## src/rtl/dac_serializer.sv

```systemverilog
// rtl/dac_serializer.sv - Fixed-point sample to saturated two's-complement word, shifted MSB first to a SPI-style DAC.
module dac_serializer #(
  parameter int CLKDIV  = 4,
  parameter int FPSHIFT = 28,
  parameter int OUTBITS = 16
) (
  input  logic        clk,
  input  logic        rst_n,
  input  logic [31:0] sinevalue,
  input  logic        sample_strobe,
  output logic        dac_cs_n,
  output logic        dac_sclk,
  output logic        dac_sdata,
  output logic        busy,
  output logic        overrun
);

  localparam int SHIFT = FPSHIFT - OUTBITS + 1;
  localparam int DIVW  = (CLKDIV > 1) ? $clog2(CLKDIV) : 1;
  localparam int BITW  = $clog2(OUTBITS);
  localparam logic [DIVW-1:0] DIV_LAST = DIVW'(CLKDIV - 1);
  localparam logic [BITW-1:0] BIT_LAST = BITW'(OUTBITS - 1);
  localparam logic signed [31:0] SAT_HI = {{(33-OUTBITS){1'b0}}, {(OUTBITS-1){1'b1}}};
  localparam logic signed [31:0] SAT_LO = {{(33-OUTBITS){1'b1}}, {(OUTBITS-1){1'b0}}};
  localparam logic [OUTBITS-1:0] WORD_HI = {1'b0, {(OUTBITS-1){1'b1}}};
  localparam logic [OUTBITS-1:0] WORD_LO = {1'b1, {(OUTBITS-1){1'b0}}};

  typedef enum logic [1:0] {S_IDLE, S_SHIFT, S_GAP} state_t;

  state_t             state_q, state_d;
  logic [OUTBITS-1:0] shreg_q, shreg_d;
  logic [DIVW-1:0]    div_q, div_d;
  logic [BITW-1:0]    bit_q, bit_d;
  logic               cs_n_q, cs_n_d;
  logic               sclk_q, sclk_d;
  logic               busy_q, busy_d;
  logic               ovr_q, ovr_d;

  logic signed [31:0] scaled;
  logic [OUTBITS-1:0] word;

  // Arithmetic shift floors toward minus infinity; out-of-range results clamp.
  always_comb begin
    scaled = $signed(sinevalue) >>> SHIFT;
    if (scaled > SAT_HI)      word = WORD_HI;
    else if (scaled < SAT_LO) word = WORD_LO;
    else                      word = scaled[OUTBITS-1:0];
  end

  always_comb begin
    state_d = state_q;
    shreg_d = shreg_q;
    div_d   = div_q;
    bit_d   = bit_q;
    cs_n_d  = cs_n_q;
    sclk_d  = sclk_q;
    busy_d  = busy_q;
    ovr_d   = sample_strobe && busy_q;
    case (state_q)
      S_IDLE: begin
        if (sample_strobe && !busy_q) begin
          shreg_d = word;
          div_d   = '0;
          bit_d   = '0;
          cs_n_d  = 1'b0;
          sclk_d  = 1'b0;
          busy_d  = 1'b1;
          state_d = S_SHIFT;
        end
      end
      S_SHIFT: begin
        if (div_q == DIV_LAST) begin
          div_d = '0;
          if (!sclk_q) begin
            sclk_d = 1'b1;
          end else begin
            // Zero fill leaves dac_sdata low once the last bit has gone out.
            sclk_d  = 1'b0;
            shreg_d = {shreg_q[OUTBITS-2:0], 1'b0};
            if (bit_q == BIT_LAST) begin
              cs_n_d  = 1'b1;
              state_d = S_GAP;
            end else begin
              bit_d = bit_q + 1'b1;
            end
          end
        end else begin
          div_d = div_q + 1'b1;
        end
      end
      S_GAP: begin
        if (div_q == DIV_LAST) begin
          div_d   = '0;
          busy_d  = 1'b0;
          state_d = S_IDLE;
        end else begin
          div_d = div_q + 1'b1;
        end
      end
      default: state_d = S_IDLE;
    endcase
  end

  always_ff @(posedge clk) begin
    if (!rst_n) begin
      state_q <= S_IDLE;
      shreg_q <= '0;
      div_q   <= '0;
      bit_q   <= '0;
      cs_n_q  <= 1'b1;
      sclk_q  <= 1'b0;
      busy_q  <= 1'b0;
      ovr_q   <= 1'b0;
    end else begin
      state_q <= state_d;
      shreg_q <= shreg_d;
      div_q   <= div_d;
      bit_q   <= bit_d;
      cs_n_q  <= cs_n_d;
      sclk_q  <= sclk_d;
      busy_q  <= busy_d;
      ovr_q   <= ovr_d;
    end
  end

  assign dac_cs_n  = cs_n_q;
  assign dac_sclk  = sclk_q;
  assign dac_sdata = shreg_q[OUTBITS-1];
  assign busy      = busy_q;
  assign overrun   = ovr_q;

endmodule

```

## config.mk

```make
export PLATFORM = sky130hd
export DESIGN_NAME = dac_serializer
export DESIGN_NICKNAME = d
export VERILOG_FILES = /design/src/rtl/dac_serializer.sv
export SDC_FILE = /design/constraint.sdc
export NUM_CORES = 1
export LEC_CHECK = 0
export ABC_AREA = 1
export CORE_ASPECT_RATIO = 0.7
export CORE_MARGIN = 4
export CORE_UTILIZATION = 47
export CTS_CLUSTER_DIAMETER = 150
export DETAILED_ROUTE_END_ITERATION = 6
export PLACE_DENSITY = 0.88
export SETUP_SLACK_MARGIN = 0.15
export SLEW_MARGIN = 0
export SYNTH_ARGS = -nofsm -noshare
export SYNTH_HDL_FRONTEND = slang
export SYNTH_SLANG_ARGS = --single-unit
export TNS_END_PERCENT = 30
```

## constraint.sdc

```tcl
create_clock -name clk -period 1.6 [get_ports clk]
set_input_delay 0.32 -clock clk [delete_from_list [all_inputs] [get_ports clk]]
set_output_delay 0.32 -clock clk [all_outputs]
set_load 0.02 [all_outputs]
```

==> qor.yml, run 1 <==
worst_setup_path:
  timing.critical_path.from: "overrun"
  cpMaxStageDelayCell: "clkdlybuf4s50_1"
  critPathMaxFanout: 1
  cp.arrival_ns: 1.19
  start_kind: "register"
  r2r_setup_slack_ns: 0.11
  crit_family: "buffers and inverters"
  cp.depth: 1
  cp.required_ns: 1.28
  r2r_end: "shreg_q[13]"
  r2r_start: "state_q[1]"
  setup.worst_path.end: "overrun"
  worstSetupPathType: "reg -> out"
  cp-end-kind: "output pin"
  reg2reg_depth: 8
  cpPeakStageDelay_ns: 0.60
  path_cells: "clkdlybuf4s50_1"
  cp_num_buf_inv: 1
place:
  dp_hpwl_um: 2341
  port_buffers: 26
  gp_congestion: 0.7816
  pre_cts_ws_ns: -0.003639
floorplan:
  initial_core_util_pct: 50.78
  rows: 16
  die_w_um: 74.71
  die_h_um: 54.70
  ios: 40
  coreArea_mm2: 0.002883
  dieArea_mm2: 0.004086
finish:
  fin_util_pct: 69.97
  antenna_cells: 0
  regArea_um2: 569.3
  final_nets: 296
  multi_input_area_um2: 853.3
  nFillCells: 215
  areaGrowthSynthToFinish_pct: 37.78
  drive_gt1_share_pct: 22.75
yosys:
  synth_top_area_share_pct: 38.29
  syn_nets: 253
  yosysSeqAreaShare_pct: 38.29
  synth.cell_area_mm2: 0.001464
  ys_top_cells_by_area: "dfxtp_1 38%, nand2_1 21%, nand3_1 7.9%"
  syn_inst: 213
  synth_area_per_cell_um2: 6.873
  synth.largest_area_cell: "dfxtp_1"
  yosysUniqueCellTypes: 24
  ys_warn_count: 0
  ys_ff_latch: 28
route:
  drcViolationCount: 0
  wl_met3_um: 345
  drt_iter0_markers: 165
  routed_wl_um: 4209
  routedWlPerCell_um: 14.46
  wl_met1_um: 1753
  top_layer: "met4"
  first_pass_iters: 4
  ant_nets: 0
  vias_per_cell: 5.265
  vias: 1532
  met2_length_um: 1961
cts:
  root_buffer: "clkbuf_8"
  cts_buffer_depth: 2
  htreeDepth: 1
  clkLatencyLatePin_ns: 0.28
  cts.clk_slew.worst_paths_ns: 0.09
  cts_tree: "yes"
  hold_buffers: 0
  clock-sinks: 28
  cts_made_buffers: 3
sta:
  finalCriticalPeriod_ns: 1.509
  rsz0062_at_grt: "true"
  max_freq_ghz: 0.6626
  finalSetupViolCount: 0
  skew_ns: 0.005335
  slew_headroom_pct: 83.54
  slew_viol_final: 0
  setup_ws_ns: 0.09080
  tightest_slew_ns: 0.2444
  period_share_pct: 94.33
  hold_ws_ns: 0.4516
  hold_violations: 0
worst_hold_path:
  worstHoldPathType: "reg -> reg"
pwr:
  finalPower_mw: 3.134
  irDropWorstVdd_uv: 678.6
  cellLeakagePower_nw: 0.9156
  powerDensity_mw_per_mm2: 1554
run_status:
  outcome: "completed"
grt:
  grt_pass1_vias: 1368
  track_usage_pct: 20.07
  antenna_found_initial: 0
  grt_max_degree: 16
  grt_pass1_wl_um: 6244
  grt_overflow: 0
job:
  drv_cap: 0
[cell type report]
class                      instances  area share [%]
multi-input combinational        164           42.31
sequential                        28           28.23
timing repair buffer              44           21.15
inverter                          15           3.350
clock buffer                       4           2.730
tap                               36           2.233
[flip-flops by register name, indices dropped and copies added (netlist names)]
name and count:
bit_q 4, busy 1, dac_cs_n 1, dac_sclk 1
div_q 2, overrun 1, shreg_q 16, state_q 2
[worst min path at each step]
stage / to / cells past startpoint / slack [ns] / startpoint
5_1_grt: shreg_q[9] / 2 / 0.48 / shreg_q[9]
3_3_place_gp: shreg_q[11] / 2 / 0.43 / shreg_q[11]
6_report: shreg_q[7] / 2 / 0.45 / shreg_q[7]
3_5_place_dp: shreg_q[4] / 2 / 0.43 / shreg_q[4]
2_1_floorplan: dac_cs_n / 1 / 0.40 / rst_n
4_1_cts: overrun / 2 / 0.45 / busy
[power by group]
part | total (mW) | switching (mW) | leakage, nW | internal [mW]
Sequential | 1.06 | 0.133 | 0.231 | 0.929
Combinational | 1.63 | 0.892 | 0.656 | 0.742
Clock | 0.438 | 0.218 | 0.0288 | 0.220
[placed cells by master, fill, tap and decap left out, types with 2 or more instances in the layout]
cell,Yosys,routed
inv_2,1,2
nand4_1,4,4
nand2_1,81,79
clkbuf_8,0,4
clkdlybuf4s50_1,0,22
dfxtp_4,0,2
buf_12,0,2
ha_1,5,3
dfxtp_1,28,25
buf_4,1,14
nand2_4,1,2
inv_4,1,3
nand2_2,1,2
nand3_1,23,22
nor2_1,11,9
dlygate4sd2_1,0,3
nor2_2,0,2
or2_2,13,13
a21oi_1,12,11
o21ai_0,7,5
buf_6,2,2
inv_1,13,9
ha_4,0,2
[stage by stage]
step,TNS [ns],instances,cell area (µm²)
2_1_floorplan,0,213,1471
3_3_place_gp,0,278,1822
3_5_place_dp,-0.003639,278,1822
4_1_cts,0,290,1963
5_1_grt,0,291,2017
6_report,0,291,2017
[routing by layer]
| layer | track usage, % | vias to the layer above |
|---|---|---|
| met4 | 6.509 | 0 |
| met1 | 24.84 | 677 |
| met5 | 0 | - |
| li1 | - | 765 |
| met3 | 5.321 | 26 |
| met2 | 34.26 | 64 |
[Yosys cell counts]
library cell / count
a21oi_1: 12
buf_2: 2
buf_4: 1
buf_6: 2
clkbuf_1: 1
dfxtp_1: 28
ha_1: 5
inv_1: 13
inv_2: 1
inv_4: 1
nand2_1: 81
nand2_2: 1
nand2_4: 1
nand3_1: 23
nand3_4: 1
nand4_1: 4
nor2_1: 11
nor2_4: 1
nor3_1: 1
o211ai_1: 1
o21ai_0: 7
or2_2: 13
or2_4: 1
xnor2_1: 1
[logic make-up (layout without fill, tap and decap cells)]
logic type               count (synthesis)  in the layout  share of synthesized area, %
flip-flops                              28             28                         38.29
AO/OA/AOI/OAI                           20             20                         7.009
buffers and inverters                   21             63                         7.009
XOR/XNOR                                 1              1                        0.5984
AND/OR/NAND/NOR                        138            138                         42.82
adder cells (fa/ha/maj)                  5              5                         4.274
[timing repair]
item / CTS / global route
cloned: 0 / 0
endpoints found under the setup margin: 26 / 24
buffers inserted: 8 / 1
pin swaps: 3 / 5
resized for setup: 11 / 18
endpoints found under the hold margin: 0 / 0
[worst register-to-register path, stage by stage (launching register included)]
cell     delay [ns]
dfxtp_4        0.38
inv_4          0.05
ha_4           0.18
or2_4          0.27
nand3_4        0.13
nor2_4         0.05
buf_12         0.14
nand3_1        0.11
o21ai_0        0.08
No activity file was read; power rests on OpenSTA's default activity.
==> run 2: changes to the inputs <==
CELL_PAD_IN_SITES_DETAIL_PLACEMENT = 0   (was unset)
CELL_PAD_IN_SITES_GLOBAL_PLACEMENT = 1   (was unset)
CORE_UTILIZATION = 33   (was 47)
PLACE_DENSITY = 0.89   (was 0.88)
==> qor.yml, run 2 (same netlist as run 1, synthesis figures left out) <==
run_status:
  outcome: "completed"  # unchanged
worst_setup_path:
  cp-end-kind: "register"  # was output pin
  path_cells: "inv_4 > ha_4 > or2_4 > nand3_4 > nor2_4 > buf_12 > nand3_1 > o21ai_0"  # was clkdlybuf4s50_1
  worstSetupPathType: "reg -> reg"  # was reg -> out
  crit_family: "simple AND/OR/NAND/NOR gates"  # was buffers and inverters
  critPathMaxFanout: 14  # was 1
  cpPeakStageDelay_ns: 0.39  # was 0.60 ns
  cp.required_ns: 1.77  # was 1.28 ns
  cpMaxStageDelayCell: "dfxtp_4"  # was clkdlybuf4s50_1
  start_kind: "register"  # unchanged
  cp.arrival_ns: 1.62  # was 1.19 ns
  cp_num_buf_inv: 2  # was 1
cts:
  clkLatencyLatePin_ns: 0.27  # was 0.28 ns
  cts.clk_slew.worst_paths_ns: 0.09  # about the same
  clock-sinks: 28  # unchanged
  htreeDepth: 1  # unchanged
  hold_buffers: 0  # unchanged
  cts_buffer_depth: 2  # unchanged
  cts_tree: "yes"  # unchanged
  root_buffer: "clkbuf_8"  # unchanged
  cts_made_buffers: 3  # unchanged
route:
  vias: 1419  # was 1532
  first_pass_iters: 6  # was 4
  routed_wl_um: 3349  # was 4209 µm
  vias_per_cell: 4.652  # was 5.265
  drcViolationCount: 0  # unchanged
  drt_iter0_markers: 62  # was 165
  routedWlPerCell_um: 10.98  # was 14.46 µm
  ant_nets: 0  # unchanged
place:
  port_buffers: 26  # unchanged
  dp_hpwl_um: 2464  # was 2341 µm
  gp_congestion: 0.7919  # was 0.7816
  dpl.cell_count: 297  # was 278
  pre_cts_ws_ns: -0.03352  # was -0.003639 ns
finish:
  fin_util_pct: 49.20  # was 69.97%
  areaGrowthSynthToFinish_pct: 37.44  # was 37.78%
  finalNonFillerCells: 305  # was 291
  final_common_cell: "nand2_1"  # unchanged
  largest_register_ffs: 16  # unchanged
  nFillCells: 403  # was 215
  reg.largest.list: "shreg_q x16, bit_q x4"  # unchanged
  final_nets: 294  # was 296
  largest-register: "shreg_q"  # unchanged
  drive_gt1_share_pct: 18.97  # was 22.75%
  layout_common_cells: "81 x nand2_1, 26 x dfxtp_1, 23 x nand3_1"  # was 79 x nand2_1, 25 x dfxtp_1, 22 x nand3_1, 22 x clkdlybuf4s50_1, 14 x buf_4
  antenna_cells: 0  # unchanged
floorplan:
  dieArea_mm2: 0.005583  # was 0.004086 mm²
  coreArea_mm2: 0.004089  # was 0.002883 mm²
  ios: 40  # unchanged
  rows: 19  # was 16
  die_h_um: 63.73  # was 54.70 µm
  initial_core_util_pct: 35.80  # was 50.78%
  die_w_um: 87.61  # was 74.71 µm
worst_hold_path:
  worstHoldPathType: "reg -> reg"  # unchanged
pwr:
  powerDensity_mw_per_mm2: 1495  # was 1554 mW/mm²
  cellLeakagePower_nw: 0.9298  # was 0.9156 nW
  irDropWorstVdd_uv: 557.0  # was 678.6 µV
  finalPower_mw: 3.008  # was 3.134 mW
sta:
  rsz0062_at_grt: "true"  # unchanged
  period_share_pct: 90.74  # was 94.33%
  slew_viol_final: 0  # unchanged
  tightest_slew_ns: 0.4274  # was 0.2444 ns
  hold_violations: 0  # unchanged
  skew_ns: 0.002474  # was 0.005335 ns
  max_freq_ghz: 0.6888  # was 0.6626 GHz
  setup_ws_ns: 0.1482  # was 0.09080 ns
  finalSetupViolCount: 0  # unchanged
  slew_headroom_pct: 71.47  # was 83.54%
  finalCriticalPeriod_ns: 1.452  # was 1.509 ns
grt:
  grt_pass1_wl_um: 5671  # was 6244 µm
  track_usage_pct: 12.54  # was 20.07%
  grt_pass1_vias: 1247  # was 1368
  antenna_found_initial: 0  # unchanged
  grt_overflow: 0  # unchanged
  grt_max_degree: 18  # was 16
job:
  drv_cap: 0  # unchanged
-- run 2: cell count changes in the layout (fill, tap and decap cells not counted), sizes merged --
cell,previous run,this run
clkdlybuf4s50,22,21
inv,14,15
bufinv,0,1
dlymetal6s2s,1,3
clkinvlp,1,0
dlygate4sd2,3,2
clkbuf,4,3
buf,18,16
-- run 2: cell type report --
cell class | count | area, µm² | share of cell area, %
Timing Repair Buffer | 42 | 414.1 | 20.58
Inverter | 15 | 63.81 | 3.172
Tap cell | 52 | 65.06 | 3.234
Sequential cell | 28 | 565.5 | 28.11
Clock inverter | 1 | 30.03 | 1.493
Clock buffer | 3 | 41.29 | 2.052
Multi-Input combinational cell | 164 | 832.0 | 41.36
-- run 2: worst reg2reg max path: cells and delay by family (launching register included) --
family	cells	cell delay [ns]
buffers and inverters	2	0.18
AOI/OAI and AO/OA	1	0.08
adders and majority gates	1	0.16
and+or+nand+nor	4	0.53
DFF	1	0.39
-- run 2: stage by stage --
stage / TNS, ns / instance area, µm² / hold slack (ns)
6_report: 0 / 2012 / 0.4440
5_1_grt: 0 / 2012 / 0.4666
3_5_place_dp: -0.04558 / 1864 / 0.4316
3_3_place_gp: -0.02240 / 1864 / 0.4287
2_1_floorplan: 0 / 1471 / 0.4042
4_1_cts: 0 / 1974 / 0.4450
-- run 2: worst paths after layout --
| check | start | endpoint | slack [ns] | depth (start not counted) |
|---|---|---|---|---|
| max | state_q[0] | shreg_q[13] | 0.15 | 8 |
| min | busy | overrun | 0.44 | 2 |
| max reg2reg | state_q[0] | shreg_q[13] | 0.15 | 8 |
| min reg2reg | busy | overrun | 0.44 | 2 |
-- run 2: per-layer routing --
| metal | vias to the layer above | wire length [µm] | GRT usage, % |
|---|---|---|---|
| li1 | 758 | - | - |
| met1 | 637 | 1664 | 18.32 |
| met2 | 24 | 1487 | 18.70 |
| met3 | 0 | 196 | 3.125 |
| met4 | 0 | 0 | 2.299 |
| met5 | - | 0 | 0 |
-- run 2: power breakdown --
group / switching [mW] / internal (mW) / leakage, nW
logic: 0.750 / 0.661 / 0.664
registers: 0.114 / 0.928 / 0.230
clock network: 0.218 / 0.335 / 0.0357
total: 1.08 / 1.92 / 0.930
-- run 2: what timing repair did --
action                     4_1_cts  5_1_grt
pin swaps                        1        4
setup buffers                    2        2
gates resized for setup          9        8
setup endpoints to repair       26       24
==> run 3: changes to the inputs <==
CTS_CLUSTER_SIZE = 10   (was unset)
==> results of run 3 <==
Final layout, timing and power as in run 2 (identical DEF).
